[src/rtl/decod_pipe.sv]
// Registered select decoder with one-hot, thermometer and sticky-accumulate modes.
// One output register sits behind a valid/ready handshake on both sides.
module decod_pipe #(
  parameter int SEL_W      = 4,
  parameter int OUT_W      = 16,
  parameter int ACTIVE_LOW = 0
) (
  input  logic             clk,
  input  logic             rst,
  input  logic             in_valid,
  output logic             in_ready,
  input  logic [SEL_W-1:0] sel,
  input  logic             en,
  input  logic [1:0]       mode,
  input  logic             clr,
  output logic             out_valid,
  input  logic             out_ready,
  output logic [OUT_W-1:0] dout,
  output logic             oor
);

  typedef enum logic [1:0] {
    MODE_ONEHOT = 2'd0,
    MODE_THERM  = 2'd1,
    MODE_ACCUM  = 2'd2,
    MODE_RSVD   = 2'd3
  } mode_t;

  localparam logic [OUT_W-1:0] IDLE_DOUT = (ACTIVE_LOW != 0) ? '1 : '0;

  logic [OUT_W-1:0] acc;
  logic [OUT_W-1:0] onehot;
  logic [OUT_W-1:0] therm;
  logic [OUT_W-1:0] base;
  logic [OUT_W-1:0] pat;
  logic [OUT_W-1:0] acc_next;
  logic             in_range;
  logic             oor_next;
  logic             accept;
  mode_t            mode_e;

  // Handshake: a beat moves on a rising edge where valid & ready are both high.
  // The output register accepts when it is empty or being drained this cycle;
  // while it holds undrained data every output stays frozen.
  assign in_ready = !rst && (!out_valid || out_ready);
  assign accept   = in_valid && in_ready;
  assign mode_e   = mode_t'(mode);

  // Full-width compare so non-power-of-2 widths never alias onto a valid line.
  assign in_range = (32'(sel) < 32'(OUT_W));

  always_comb begin
    onehot = '0;
    therm  = '0;
    for (int k = 0; k < OUT_W; k++) begin
      onehot[k] = (32'(k) == 32'(sel));
      therm[k]  = (32'(k) <= 32'(sel));
    end
  end

  always_comb begin
    pat      = '0;
    oor_next = 1'b0;
    base     = clr ? '0 : acc;
    acc_next = base;
    if (en) begin
      if (!in_range) begin
        oor_next = 1'b1;
      end else begin
        case (mode_e)
          MODE_THERM: pat = therm;
          MODE_ACCUM: begin
            pat      = base | onehot;
            acc_next = pat;
          end
          default:    pat = onehot;
        endcase
      end
    end
  end

  always_ff @(posedge clk) begin
    if (rst) begin
      out_valid <= 1'b0;
      dout      <= IDLE_DOUT;
      oor       <= 1'b0;
      acc       <= '0;
    end else if (accept) begin
      out_valid <= 1'b1;
      dout      <= (ACTIVE_LOW != 0) ? ~pat : pat;
      oor       <= oor_next;
      acc       <= acc_next;
    end else if (out_ready) begin
      out_valid <= 1'b0;
    end
  end

endmodule

[config.mk]
export PLATFORM = sky130hd
export DESIGN_NAME = decod_pipe
export DESIGN_NICKNAME = d
export VERILOG_FILES = /design/src/rtl/decod_pipe.sv
export SDC_FILE = /design/constraint.sdc
export NUM_CORES = 1
export LEC_CHECK = 0
export CAP_MARGIN = 20
export CORE_MARGIN = 5
export CORE_UTILIZATION = 52
export CTS_CLUSTER_DIAMETER = 120
export DETAILED_ROUTE_END_ITERATION = 12
export GPL_TIMING_DRIVEN = 0
export PLACE_DENSITY_LB_ADDON = 0.05
export SLEW_MARGIN = 10
export SYNTH_ARGS = -nofsm -noshare
export SYNTH_HDL_FRONTEND = slang
export SYNTH_SLANG_ARGS = --single-unit
[constraint.sdc]
create_clock -name clk -period 1.8 [get_ports clk]
set_clock_uncertainty 0.05 [all_clocks]
set_input_delay 0.27 -clock clk [delete_from_list [all_inputs] [get_ports clk]]
set_output_delay 0.27 -clock clk [all_outputs]
set_load 0.03 [all_outputs]
### Yosys cells after proc, flatten, opt, wreduce, memory -nomap -nowiden

Index checks and enable logic that the tools add are counted.

| word-level totals | value |
|---|---|
| bits of input ports | 12 |
| output and inout port bits | 19 |
| bits in registers | 33 |
| logic and storage cells | 50 |

| operators by class | value |
|---|---|
| muxes and demuxes | 7 |
| equality and inequality tests | 17 |
| reductions and logical operators | 7 |
| order comparisons | 15 |
| bitwise logic cells | 1 |

Operator list:

| operator | count |
|---|---|
| $mux W16 | 4 |
| $eq A4 B4 Y1 const A | 8 |
| $le A4 B4 Y1 const A | 8 |
| $pmux W16 S2 | 1 |
| $eq A3 B4 Y1 const A | 4 |
| $le A3 B4 Y1 const A | 4 |
| $or A16 B16 Y16 | 1 |
| $eq A2 B4 Y1 const A | 2 |
| $le A2 B4 Y1 const A | 2 |
| $eq A1 B4 Y1 const A | 1 |
| $le A1 B4 Y1 const A | 1 |
| $logic_not A4 Y1 | 1 |
| $eq A2 B1 Y1 const B | 1 |
| $eq A2 B2 Y1 const B | 1 |
| $logic_and A1 B1 Y1 | 2 |
| $logic_not A1 Y1 | 2 |
| $mux W1 | 2 |
| $reduce_bool A2 Y1 | 1 |
| $logic_or A1 B1 Y1 | 1 |

### Logic depth before layout (Yosys ltp)

| logic depth | value |
|---|---|
| depth after elaboration | 5 |
| mapped depth | 7 |
| mapped depth without buffers | 6 |

### Least setup slack after synthesis

Ideal clock, no wire load.

| timing path | value |
|---|---|
| path type | input port to flip-flop |
| start | in mode[0] |
| end | reg dout[7] |
| library setup time | 0.117 ns |
| data required time | 1.633 ns |
| slack | 0.138 ns |
| arrival | 1.494 ns |
| cell stages on the path | 6 |
| path buffers | 2 |
| path through | inv_1 -> ha_1 -> clkbuf_1 -> clkbuf_1 -> o21ai_0 -> a32o_1 |

| between the ends | value |
|---|---|
| longest elaborated chain between the ends | 3 |
| elaborated cells on any way between the ends | 4 |
| classes of those cells | eq/ne (2); mux (2) |

RTL lines:

| item | line | source |
|---|---|---|
| start, declared | 14 | `input logic [1:0] mode,` |
| $eq A2 B2 Y1 / $eq A2 B1 Y1 (equally long branches) | 70 | `case (mode_e)` |
| $pmux W16 S2 * | 70 |  |
| $mux W16 * | 66 | `if (en) begin` |
| end signal, assigned | 90 | `dout <= (ACTIVE_LOW != 0) ? ~pat : pat;` |
| end, declared | 18 | `output logic [OUT_W-1:0] dout,` |

Every way passes the cells marked *; elsewhere a longest branch is shown, timed or not.
A chain may end at the register's enable or synchronous reset.

### Final worst setup path

| timing path | value |
|---|---|
| start | in rst |
| end | reg acc[13] |

| between the ends | value |
|---|---|
| longest elaborated chain between the ends | 3 |

RTL lines:

| item | line | source |
|---|---|---|
| start, declared | 9 | `input logic rst,` |
| $logic_not A1 Y1 | 45 | `assign in_ready = !rst && (!out_valid \|\| out_ready);` |
| $logic_and A1 B1 Y1 | 45 |  |
| $logic_and A1 B1 Y1 | 46 | `assign accept = in_valid && in_ready;` |
| end signal, assigned | 92 | `acc <= acc_next;` |
| end, declared | 31 | `logic [OUT_W-1:0] acc;` |

Several ways; a longest one is shown, not always the timed one.

==> run summary <==
Mapped Cells -> 203
Relative slew margins -> 64.6%
Total wire length -> 4860 um
Cells along the critical path -> clkdlybuf4s50_1 > and4b_1 > nand2_1 > buf_2 > o21ai_1
Slew Viols, Final -> 0
Final Hold Viols -> 0
Element type at the critical path end -> flop
Share of cells above drive strength 1 -> 17.3%
Avg Cell Area, Syn -> 8.45 um^2
Initial DRC Count -> 129
Ys flop type -> dfxtp_1
CTS Buf Count -> 5
Drt pass-1 iters -> 4
Final setup fails -> 0
PortBufs -> 29
Worst path arrival time -> 1.93 ns
Routed Antenna Nets -> 0
Worst-case clock buffer depth -> 2
EDFF count, synth -> 0
Vias in the first global route -> 1,716
GP Congestion -> 0.875
Num rows -> 20
Nets -> 251
Largest net degree at the start of global routing -> 11
Worst stage delay on the critical path -> 0.54 ns
Register area share after synthesis -> 38.5%
First-pass GRT wire length -> 8180 um
Sink Count -> 33
Peak VDD IR -> 0.422 mV
DP HPWL -> 3460 um
Total gr overflow -> 0
Post-Syn Area -> 0.00172 mm^2
Seq cells post-synth -> 33
Leakage -> 0.795 nW
Wirelength per Cell -> 17.3 um
Vias -> 1,722
YS warnings -> 0
Layout overhead on the synthesized area -> 27.9%
H-tree Lvls -> 2
Root buffer cell -> clkbuf_4
Syn Nets -> 217
Pwr dens -> 688 mW/mm^2
CP startpoint kind -> primary input
FFs w/ async S/R, synth -> 0%
DR vias/cell -> 6.13
Die Y -> 67.4 um
Starting Density -> 55.3%
Worst endpoint required time -> 2.02 ns
Placed Cells -> 276
Post-layout util -> 70.7%
Max cap viols -> 0
# IOs -> 31
Drc violations -> 0
Worst path slowest cell -> clkdlybuf4s50_1
Unique masters post-synth -> 46
Post-layout min period -> 1.71 ns
Global Route Usage Sum -> 24.0%
Worst-margin pin slew -> 0.532 ns
Core area -> 0.00310 mm^2
Hold Buf Count CTS -> 0
Worst Path Max Fanout -> 10
Diodes inserted -> 0
Die width -> 67.4 um
Latest clock arrival within the worst-skew pair -> 0.34 ns
Fin cells -> 281
Initial antenna violation count -> 0
Final Cycle Share -> 95.1%
CTS tree -> yes
Fmax -> 584 MHz
Worst-path clk slew -> 0.09 ns
Run status -> finished clean
Die ar. -> 0.00455 mm^2
Post-CTS setup buffers -> 0
Crit Path Category -> primary input to flop
Worst Hold Class -> primary input to flop
[synth_stat cells, drive strengths merged (2+ instances only)]
| cell | instances | area [um^2] |
|---|---|---|
| ha | 2 | 25.0 |
| o21ai | 24 | 120 |
| nand4b | 4 | 35.0 |
| a21oi | 7 | 35.0 |
| a22oi | 2 | 15.0 |
| nand2b | 3 | 26.3 |
| dfxtp | 33 | 661 |
| or4b | 2 | 23.8 |
| nand3 | 5 | 25.0 |
| a21boi | 3 | 22.5 |
| nor2 | 5 | 18.8 |
| clkbuf | 6 | 22.5 |
| a221o | 3 | 30.0 |
| nand4bb | 3 | 33.8 |
| nor2b | 5 | 31.3 |
| a32o | 14 | 140 |
| o211ai | 5 | 42.5 |
| buf | 11 | 63.8 |
| nand2 | 30 | 113 |
| a31oi | 4 | 25.0 |
| a22o | 3 | 26.3 |
| or3 | 2 | 12.5 |
| inv | 11 | 41.3 |
[final cells by class]
class                   count  area, um^2
multi-input cells         142         996
fillers                   278         908
flip-flops and latches     33         661
repair buffers             29         290
plain buffers              15        96.3
clock buffers               7        55.1
well taps                  44        55.1
inverters                  11        41.3
[power by group]
| part | leakage (nW) | internal (mW) | switching (mW) |
|---|---|---|---|
| clock network | 0.0314 | 0.184 | 0.251 |
| registers | 0.267 | 0.742 | 0.00622 |
| logic | 0.497 | 0.129 | 0.197 |
| total | 0.795 | 1.05 | 0.455 |
[metrics by stage]
| stage | TNS (ns) | hold slack (ns) | area, um^2 | total power, mW | setup WS, ns |
|---|---|---|---|---|---|
| finish | 0 | 0.318 | 2190 | 1.51 | 0.0877 |
| global route | -0.00166 | 0.358 | 2190 | 1.57 | -0.00166 |
| CTS | -0.00257 | 0.406 | 2130 | 1.48 | -0.00257 |
| detailed placement | -14.57 | 0.393 | 2060 | 1.06 | -0.720 |
| global placement | -13.29 | 0.388 | 2060 | 1.05 | -0.730 |
| floorplan | 0 | 0.289 | 1720 | 0.948 | 0.138 |
[final timing paths]
path	startpoint	to	slack (ns)	cells past startpoint
max reg2reg	out_valid	acc[13]	0.18	5
min	sel[2]	acc[2]	0.32	3
max	rst	acc[13]	0.09	5
min reg2reg	acc[6]	acc[6]	0.40	2
[layer usage]
layer	share of wire (%)	vias up	global-route usage (%)	wire length, um
met4	2.5	0	9.37	122
met5	0	-	0	0
met1	43	819	29.4	2090
met3	6.8	12	4.99	331
li1	-	821	-	-
met2	48	70	40.9	2320
[logic make-up after synthesis]
family / share of synthesized area [%]
buf+inv: 7.44
fa+ha+maj: 1.46
other cells: 0.219
compound gates: 30.7
flops: 38.5
simple gates: 21.7
[flip-flops by register name, indices dropped and copies added, names as in the netlist]
register and flops:
dout 16, out_valid 1, acc 16
[worst max-delay path, delay by kind of cell]
family,cells,cell delay (ns)
AO/OA/AOI/OAI,1,0.16
buffers and inverters,2,0.79
AND/OR/NAND/NOR,2,0.71
[layout by cell type, fill, tap and decap left out, types with 6 or more instances in the layout]
master	n
clkdlybuf4s50_1	26
inv_1	8
o21ai_1	16
clkbuf_4	6
nand2_1	30
a21oi_1	6
o21ai_0	8
a32o_1	14
buf_2	9
dfxtp_1	33
[timing repair]
| action | 4_1_cts | 5_1_grt |
|---|---|---|
| setup endpoints to repair | 25 | 22 |
| gates cloned | 0 | 0 |
| gates resized for setup | 13 | 24 |
(Power assumes the default switching activity.)
